### config.mk
export PLATFORM = sky130hd
export DESIGN_NAME = slot_spin_ctrl
export DESIGN_NICKNAME = d
export VERILOG_FILES = /design/src/rtl/slot_spin_ctrl.sv
export SDC_FILE = /design/constraint.sdc
export NUM_CORES = 1
export LEC_CHECK = 0
export CAP_MARGIN = 20
export CORE_MARGIN = 4
export CORE_UTILIZATION = 58
export CTS_BUF_LIST = sky130_fd_sc_hd__clkbuf_4 sky130_fd_sc_hd__clkbuf_8 sky130_fd_sc_hd__clkbuf_16
export DETAILED_ROUTE_END_ITERATION = 6
export PLACE_DENSITY = 0.85
export SYNTH_ARGS = -nofsm -noshare
export SYNTH_HDL_FRONTEND = slang
export SYNTH_SLANG_ARGS = --single-unit
### constraint.sdc
create_clock -name clk -period 5.8 [get_ports clk]
set_clock_uncertainty 0.05 [all_clocks]
set_input_delay 1.16 -clock clk [delete_from_list [all_inputs] [get_ports clk]]
set_output_delay 1.16 -clock clk [all_outputs]
set_load 0.02 [all_outputs]
### src/rtl/slot_spin_ctrl.sv
// Slot machine sequencer: spins three reels from the random digit stream, stops them in turn,
// scores the result and keeps the credit balance. Optional stop button: SLOT_STOP_BTN_EN.
module slot_spin_ctrl #(
  parameter int unsigned SPIN_CYCLES = 100,
  parameter int unsigned GAP_CYCLES  = 50,
  parameter int unsigned CREDIT_INIT = 10,
  parameter int unsigned PAIR_PAY    = 2,
  parameter int unsigned JACKPOT_PAY = 20
) (
  input  logic       clk,
  input  logic       reset_n,
  input  logic       spin,
`ifdef SLOT_STOP_BTN_EN
  input  logic       stop,
`endif
  input  logic [3:0] rnd,
  output logic [3:0] reel0,
  output logic [3:0] reel1,
  output logic [3:0] reel2,
  output logic       busy,
  output logic       done,
  output logic       win,
  output logic       jackpot,
  output logic [7:0] credits,
  output logic       broke
);

  localparam int unsigned CntMax = (SPIN_CYCLES > GAP_CYCLES) ? SPIN_CYCLES : GAP_CYCLES;
  localparam int unsigned CntW   = (CntMax > 1) ? $clog2(CntMax) : 1;
  localparam logic [CntW-1:0] SpinLast = CntW'(SPIN_CYCLES - 1);
  localparam logic [CntW-1:0] GapLast  = CntW'(GAP_CYCLES - 1);

  typedef enum logic [2:0] {StIdle, StSpin, StHold1, StHold2, StEval} state_e;

  state_e          state_q, state_d;
  logic [CntW-1:0] cnt_q, cnt_d;
  logic [3:0]      reel0_q, reel0_d, reel1_q, reel1_d, reel2_q, reel2_d;
  logic            busy_q, busy_d, done_q, done_d, win_q, win_d, jackpot_q, jackpot_d;
  logic [7:0]      credits_q, credits_d;
  logic            spin_q;
  logic            spin_edge, stop_edge;
  logic            all_eq, any_eq;
  logic [7:0]      pay;
  logic [8:0]      sum;

  assign spin_edge = spin & ~spin_q;

`ifdef SLOT_STOP_BTN_EN
  logic stop_q;
  assign stop_edge = stop & ~stop_q;

  always_ff @(posedge clk or negedge reset_n) begin
    if (!reset_n) stop_q <= 1'b0;
    else          stop_q <= stop;
  end
`else
  assign stop_edge = 1'b0;
`endif

  assign all_eq = (reel0_q == reel1_q) && (reel1_q == reel2_q);
  assign any_eq = (reel0_q == reel1_q) || (reel1_q == reel2_q) || (reel0_q == reel2_q);
  assign pay    = all_eq ? 8'(JACKPOT_PAY) : (any_eq ? 8'(PAIR_PAY) : 8'd0);
  assign sum    = {1'b0, credits_q} + {1'b0, pay};

  always_comb begin
    state_d   = state_q;
    cnt_d     = cnt_q;
    reel0_d   = reel0_q;
    reel1_d   = reel1_q;
    reel2_d   = reel2_q;
    busy_d    = busy_q;
    done_d    = 1'b0;
    win_d     = win_q;
    jackpot_d = jackpot_q;
    credits_d = credits_q;
    case (state_q)
      StIdle: begin
        if (spin_edge && (credits_q != 8'd0)) begin
          credits_d = credits_q - 8'd1;
          win_d     = 1'b0;
          jackpot_d = 1'b0;
          cnt_d     = '0;
          busy_d    = 1'b1;
          state_d   = StSpin;
        end
      end
      StSpin: begin
        reel0_d = rnd;
        reel1_d = reel0_q;
        reel2_d = reel1_q;
        if ((cnt_q == SpinLast) || stop_edge) begin
          cnt_d   = '0;
          state_d = StHold1;
        end else begin
          cnt_d = cnt_q + CntW'(1);
        end
      end
      StHold1: begin
        reel1_d = reel0_q;
        reel2_d = reel1_q;
        if ((cnt_q == GapLast) || stop_edge) begin
          reel1_d = rnd;
          cnt_d   = '0;
          state_d = StHold2;
        end else begin
          cnt_d = cnt_q + CntW'(1);
        end
      end
      StHold2: begin
        reel2_d = reel1_q;
        if ((cnt_q == GapLast) || stop_edge) begin
          reel2_d = rnd;
          cnt_d   = '0;
          state_d = StEval;
        end else begin
          cnt_d = cnt_q + CntW'(1);
        end
      end
      StEval: begin
        win_d     = any_eq;
        jackpot_d = all_eq;
        // Payout saturates rather than wrapping the 8-bit balance
        credits_d = sum[8] ? 8'hFF : sum[7:0];
        done_d    = 1'b1;
        busy_d    = 1'b0;
        state_d   = StIdle;
      end
      default: begin
        busy_d  = 1'b0;
        state_d = StIdle;
      end
    endcase
  end

  always_ff @(posedge clk or negedge reset_n) begin
    if (!reset_n) begin
      state_q   <= StIdle;
      cnt_q     <= '0;
      reel0_q   <= 4'd0;
      reel1_q   <= 4'd0;
      reel2_q   <= 4'd0;
      busy_q    <= 1'b0;
      done_q    <= 1'b0;
      win_q     <= 1'b0;
      jackpot_q <= 1'b0;
      credits_q <= 8'(CREDIT_INIT);
      spin_q    <= 1'b0;
    end else begin
      state_q   <= state_d;
      cnt_q     <= cnt_d;
      reel0_q   <= reel0_d;
      reel1_q   <= reel1_d;
      reel2_q   <= reel2_d;
      busy_q    <= busy_d;
      done_q    <= done_d;
      win_q     <= win_d;
      jackpot_q <= jackpot_d;
      credits_q <= credits_d;
      spin_q    <= spin;
    end
  end

  assign reel0   = reel0_q;
  assign reel1   = reel1_q;
  assign reel2   = reel2_q;
  assign busy    = busy_q;
  assign done    = done_q;
  assign win     = win_q;
  assign jackpot = jackpot_q;
  assign credits = credits_q;
  assign broke   = (credits_q == 8'd0);

endmodule

# ---- Word-level counts from Yosys, hierarchy flattened
# Index checks and enable logic that the tools add are counted.
dict set report word_totals {
  register_bits 35
  inputBits 7
  word_cells 72
}
dict set report op_classes {
  add_sub_neg 3
  eq_ne 13
  n_mux 24
  bitwise_logic 3
  reduce_logical 18
}
# operator count
set op_table {}
lappend op_table {{$mux W7} 3}
lappend op_table {{$pmux W7 S3} 1}
lappend op_table {{$mux W8} 2}
lappend op_table {{$pmux W4 S2} 2}
lappend op_table {{$pmux W8 S2} 1}
lappend op_table {{$eq A4 B4 Y1} 3}
lappend op_table {{$mux W3} 4}
lappend op_table {{$pmux W3 S4} 1}
lappend op_table {{$add A8 B5 Y9} 1}
lappend op_table {{$logic_not A8 Y1} 1}
lappend op_table {{$mux W4} 2}
lappend op_table {{$ne A2 B2 Y1 const B} 4}
lappend op_table {{$reduce_bool A8 Y1} 1}
lappend op_table {{$sub A8 B1 Y8 const B} 1}
lappend op_table {{$add A7 B1 Y7 const B} 1}
lappend op_table {{$eq A7 B6 Y1 const B} 1}
lappend op_table {{$eq A7 B7 Y1 const B} 1}
lappend op_table {{$eq A3 B2 Y1 const B} 2}
lappend op_table {{$pmux W1 S2} 3}
lappend op_table {{$reduce_and A2 Y1} 3}
lappend op_table {{$reduce_bool A2 Y1} 3}
lappend op_table {{$mux W5} 1}
lappend op_table {{$reduce_and A4 Y1} 1}
lappend op_table {{$reduce_or A2 Y1} 2}
lappend op_table {{other kinds (11)} 16}

# ---- Depth between registers and ports, before layout
# Gate-level depths: netlist of the first run.
dict set report depth {
  depth_word 8
  ltp_mapped 10
  ltp_nobuf 10
}

# ---- Worst setup path after synthesis of the first run
# OpenSTA, ideal clock, no wires.
dict set report synth_timing {
  path_type {flip-flop to output port}
  from {register credits_q[0], in the netlist credits[0]}
  to {output broke}
  arrival_ns 1.525
  slack_ns 3.065
  path_stages_with_launch 5
  path_cell_list {dfrtp_1 > inv_1 > ha_1 > or3b_2 > nor2_1}
}
dict set report synth_via {
  elab_chain_cells 1
}
# element line
set synth_rtl {}
lappend synth_rtl {{start, declared} 39} ;# logic [7:0] credits_q, credits_d;
lappend synth_rtl {{start signal, assigned} 146} ;# credits_q <= 8'(CREDIT_INIT);
lappend synth_rtl {{start signal, assigned} 158} ;# credits_q <= credits_d;
lappend synth_rtl {{$logic_not A8 Y1} 171} ;# assign broke = (credits_q == 8'd0);
lappend synth_rtl {{end, declared} 25} ;# output logic broke
# No other way between the ends.

# ---- Worst setup path after layout of the first run
# Same ends and word-level chain as after synthesis.

==> results of run 1 <==
-- routing by layer --
| metal | wire length [um] | vias up | share of wire |
|---|---|---|---|
| met5 | 0 | - | 0 |
| met1 | 2240 | 857 | 0.45 |
| met4 | 82 | 0 | 0.017 |
| met2 | 2410 | 60 | 0.49 |
| met3 | 231 | 12 | 0.047 |
| li1 | - | 875 | - |
-- stage by stage --
stage                     total power (W)  std cells  cell area (um^2)  setup slack (ps)
after floorplan                  0.000284        222              2130              3060
after global placement           0.000307        294              2460              2710
after detailed placement         0.000309        294              2460              2660
after CTS                        0.000504        302              2570              2370
after global routing             0.000522        302              2570              2240
final                            0.000503        302              2570              2370
-- power breakdown --
group	switching, W	total [W]	internal [W]
clock	0.0000849	0.000198	0.000113
combinational	0.0000252	0.0000487	0.0000236
sequential	0.00000732	0.000256	0.000249
total	0.000117	0.000503	0.000385
-- kinds of logic after synthesis --
| family | after synthesis | share of synthesized area |
|---|---|---|
| fa+ha+maj | 8 | 0.0506 |
| mux | 9 | 0.0435 |
| simple gates | 68 | 0.185 |
| compound gates | 64 | 0.201 |
| xor+xnor | 13 | 0.0535 |
| flops | 35 | 0.413 |
| buf+inv | 25 | 0.0529 |
-- final timing paths --
path,cells past startpoint,slack [ps],from,to
min reg2reg,2,460,win,win
max,5,2370,credits[0],broke
max in group asynchronous,2,4120,reset_n,credits[3]
min,2,460,win,win
min in group asynchronous,2,1230,reset_n,busy
max reg2reg,10,2800,reel1[0],credits[5]
-- area by class of cell --
class                   count  area (um^2)
clock buffers               8          104
fillers                   247          875
inverters                  19         73.8
multi-input cells         162         1140
flip-flops and latches     35          878
well taps                  46         57.6
repair buffers             32          318
-- synthesized netlist by cell type, types with 2 or more instances --
cell type / count / share of area
o221ai_1: 2 / 0.0082
and2_1: 3 / 0.0088
nand3b_1: 2 / 0.0071
dfstp_2: 2 / 0.025
nand2b_1: 3 / 0.0088
nor2b_1: 3 / 0.0088
inv_1: 18 / 0.032
clkbuf_1: 3 / 0.0053
nor3_1: 4 / 0.0094
a41oi_1: 2 / 0.0082
buf_6: 2 / 0.011
nand3_1: 3 / 0.0071
a211o_1: 2 / 0.0082
nand4_1: 7 / 0.021
o21ai_0: 20 / 0.047
a2bb2oi_1: 2 / 0.0082
or2_2: 2 / 0.0059
or3_1: 2 / 0.0059
dfrtp_1: 33 / 0.39
a31oi_1: 3 / 0.0088
nand2_1: 14 / 0.025
or4_4: 2 / 0.011
a21oi_1: 13 / 0.031
mux2_1: 2 / 0.011
and3_1: 3 / 0.0088
o211ai_1: 2 / 0.0071
o22ai_1: 9 / 0.026
ha_1: 7 / 0.041
nor3b_1: 2 / 0.0071
mux2i_1: 7 / 0.033
xnor2_1: 13 / 0.054
nor2_1: 10 / 0.018
-- state kept, by name, summed over array words and instances, names as in the netlist --
| signal | flops |
|---|---|
| credits | 8 |
| state_q | 3 |
| reel2 | 4 |
| busy | 1 |
| reel1 | 4 |
| win | 1 |
| jackpot | 1 |
| reel0 | 4 |
| done | 1 |
| spin_q | 1 |
| cnt_q | 7 |
-- worst max-delay path, stage by stage (launching register included) --
cell and delay [ps]:
dfrtp_1 390, inv_1 130, ha_1 170, or3b_2 500
nor2_1 130, clkdlybuf4s50_1 610
==> metrics.txt, run 1 <==
core area 0.00344 mm^2; vias in the first global route 1745; DR WL/cell 16.4 um; post-cts resize count 0; EDFF count, synth 0; WS Path Type reg -> out; crit end category output port; initial core utilization 0.618; hold_ws 458 ps; RSZ-0062 raised after global routing no; Root Driver clkbuf_8; Net Count, Synth 237; commonest non-fill, non-tap cell in the layout dfrtp_1; maxcap violations 0; sequential area share after synthesis 0.413; Clock Path Buffers 2; area grow syn2layout 20.7%; relative slew slack 0.585; n_diodes 0; Yosys cell types 52; grt total ovfl 0; GR Layer Usage met3 0.0519; die footprint 0.00470 mm^2; post-route ant nets 0; Power Density 196 mW/mm^2; initial antenna violation count 0; Num CTS Buffers 5; vias per inst 5.97; drt drc 0; outcome finished, final reports clean; Slew Limit Fails 0; clock transition at the registers of the reported paths 70 ps; HP Class reg -> reg; Critical Path AT 2220 ps; Main synth FF type dfrtp_1; Post-synth ARST share 1.00; io pins 32; DRT Wirelength 4960 um; GRT Max-Usage Layer met2; Worst-Margin Slew 622 ps; hold buffer count at cts 0; met2 Resource Use GR 0.403; final hold vios 0; CTS tree done; DIE HEIGHT 68.6 um; initial drt markers 199; Syn Std Cell Area 0.00213 mm^2; row count 21; Synth warnings 0; post-CTS repair timing setup buffer count 0; Post-DP HPWL 3480 um; Peak VDD IR 200 uV; cell count after synthesis 222; leak pwr 1.09 nW; most frequent cells in the layout dfrtp_1 (33), clkdlybuf4s50_1 (31), o21ai_0 (20); count of port buffers added during placement 31; RePlAce Congestion 0.873; DIE WIDTH 68.6 um; clk_lat worst skew 290 ps; Synth Area per Inst 9.58 um^2; Setup TNS 0 ps; fin crit share 0.591; pin count of the biggest net entering global routing 36; global-route wire length before repair 8580 um; # clock sinks 35; met1 Track Usage GR 0.329; Layout Nets 270; detailed-route via count 1804; final setup vio count 0; share of post-route cells with drive strength above 1 0.0820; Final Core Density 0.746; Global Route Usage Sum 0.248; FF+latch count, synth 35; fmax 0.292 GHz; htree depth 2; Critical Path Start Type flip-flop; CP Max Fanout 3; required time of the critical path 4590 ps; fin crit period 3430 ps; DRT Pass-1 Iters 4
Power figures use the tool's default switching activity.
==> run 2, diff against run 1 <==
CORE_UTILIZATION = 54   (was 58)
PLACE_DENSITY = 0.8   (was 0.85)
clock period = 3.59 ns   (was 5.8 ns; I/O delays follow)
==> metrics.txt, run 2 (synthesis results as in run 1) <==
Critical Path Start Type flip-flop; Critical Path AT 2180 ps (-40 ps); initial antenna violation count 0 (unchanged); fmax 0.339 GHz; vias in the first global route 1748 (+0.17%); RSZ-0062 raised after global routing no; R2R setup slack 800 ps (-2000 ps); io pins 32 (unchanged); crit path buf inv count 2 (unchanged); outcome finished, final reports clean; number of flip-flops under the largest register name 8 (unchanged); sequential power share 0.511 (+0.002); row count 22 (+4.8%); multi-input logic area 0.00114 mm^2 (unchanged); relative slew slack 0.585 (about the same); DIE WIDTH 70.8 um (+3.2%); DIE HEIGHT 70.8 um (+3.2%); Power Density 314 mW/mm^2 (+60%); core area 0.00374 mm^2 (+8.8%); post-cts resize count 0 (unchanged); die footprint 0.00501 mm^2 (+6.5%); area grow syn2layout 20.8% (about the same); CTS tree done; post-CTS repair timing setup buffer count 0 (unchanged); Global Route Usage Sum 0.193 (-0.0547); Slew Limit Fails 0 (unchanged); Final Core Density 0.686 (-0.0594); fin crit period 2950 ps; count of port buffers added during placement 31 (unchanged); fin crit share 0.821; # clock sinks 35 (unchanged); required time of the critical path 2820 ps (-1770 ps); Reg-to-Reg Start reel1[0]; Reg2Reg Capture Point credits[7]; maxcap violations 0 (unchanged); RePlAce Congestion 0.824 (-5.6%); leak pwr 1.09 nW (unchanged); global-route wire length before repair 7840 um (-8.6%); Clock Path Buffers 2 (unchanged); DR WL/cell 15.1 um (-8.3%); switch share 0.229 (-0.00452); Design Power 0.000807 W (+61%); CP delay by family, top buffers and inverters; hold buffer count at cts 0 (unchanged); crit end category output port; DRT Pass-1 Iters 4 (unchanged); Num CTS Buffers 5 (unchanged); Clk network pwr share 0.395 (about the same); final hold vios 0 (unchanged); Levels on crit path 5 (unchanged); Setup TNS 0 ps (unchanged); commonest non-fill, non-tap cell in the layout dfrtp_1; n_diodes 0 (unchanged); Post-DP HPWL 3340 um (-4.1%); WS Path Type reg -> out; drt drc 0 (unchanged); detailed-route via count 1802 (-0.11%); initial core utilization 0.568 (-0.0498); htree depth 2 (unchanged); HP Class reg -> reg; most frequent cells in the layout dfrtp_1 (33), clkdlybuf4s50_1 (31), o21ai_0 (20); final setup vio count 0 (unchanged); Layout Nets 270 (unchanged); Power Internal 0.000623 W (+62%); worst r2r path cells 10 (unchanged); clk_lat worst skew 280 ps (about the same); post-route ant nets 0 (unchanged); CP endpoint broke; initial drt markers 108 (-46%); pin count of the biggest net entering global routing 36 (unchanged); ordered list of cells on the worst path inv_1, ha_1, or3b_2, nor2_1, clkdlybuf4s50_1; CP Max Fanout 3 (unchanged); Root Driver clkbuf_8; clock transition at the registers of the reported paths 70 ps (about the same); share of post-route cells with drive strength above 1 0.0820 (unchanged); Worst-Margin Slew 619 ps (-3.23 ps); DRT Wirelength 4580 um (-7.7%); Comb pwr share 0.094 (-0.003); start point of the critical path credits[0]; vias per inst 5.93 (-0.77%); sw power 0.000185 W (+58%); critical path's largest stage delay 600 ps (about the same); sequential cell area 878 um^2 (unchanged); Peak VDD IR 271 uV (+35%); Layout fillers 296 (+20%); Slowest cell on crit path clkdlybuf4s50_1; grt total ovfl 0 (unchanged)
run 2: per-stage QoR:
stage	cells	setup slack [ps]	hold slack (ps)	instance area (um^2)
after CTS	304	621	456	2570
after floorplan	222	960	372	2130
final	304	641	446	2570
after global placement	296	849	431	2470
after detailed placement	296	821	441	2470
after global routing	304	565	486	2570
run 2: power groups by stage:
stage | Combinational (W) | Clock, W | Sequential [W]
3_3_place_gp | 0.0000759 | 0 | 0.000420
3_5_place_dp | 0.0000773 | 0 | 0.000420
5_1_grt | 0.0000836 | 0.000346 | 0.000414
4_1_cts | 0.0000773 | 0.000327 | 0.000413
2_1_floorplan | 0.0000315 | 0 | 0.000427
6_report | 0.0000762 | 0.000319 | 0.000413
run 2: worst min-delay path: stages, from the launching register on:
cell,delay (ps)
dfrtp_1,350
nand2_1,50
o21ai_0,60
run 2: final cells by class:
type,count,share of cell area
clock buffers,8,0.0404
inverters,19,0.0287
multi-input cells,162,0.442
flip-flops and latches,35,0.342
well taps,48,0.0234
repair buffers,32,0.124
run 2: how the worst min path moves through the flow:
stage | from | to | slack [ps] | cells past startpoint
2_1_floorplan | reset_n | busy | 370 | 0
3_3_place_gp | win | win | 430 | 2
3_5_place_dp | win | win | 440 | 2
4_1_cts | win | win | 460 | 2
5_1_grt | win | win | 490 | 2
6_report | win | win | 450 | 2
run 2: metal layers:
layer / wire length (um) / up-vias / global-route usage
met5: 0 / - / 0
met1: 1970 / 857 / 0.245
li1: - / 875 / -
met4: 59 / 0 / 0.0793
met2: 2300 / 62 / 0.309
met3: 245 / 8 / 0.0568
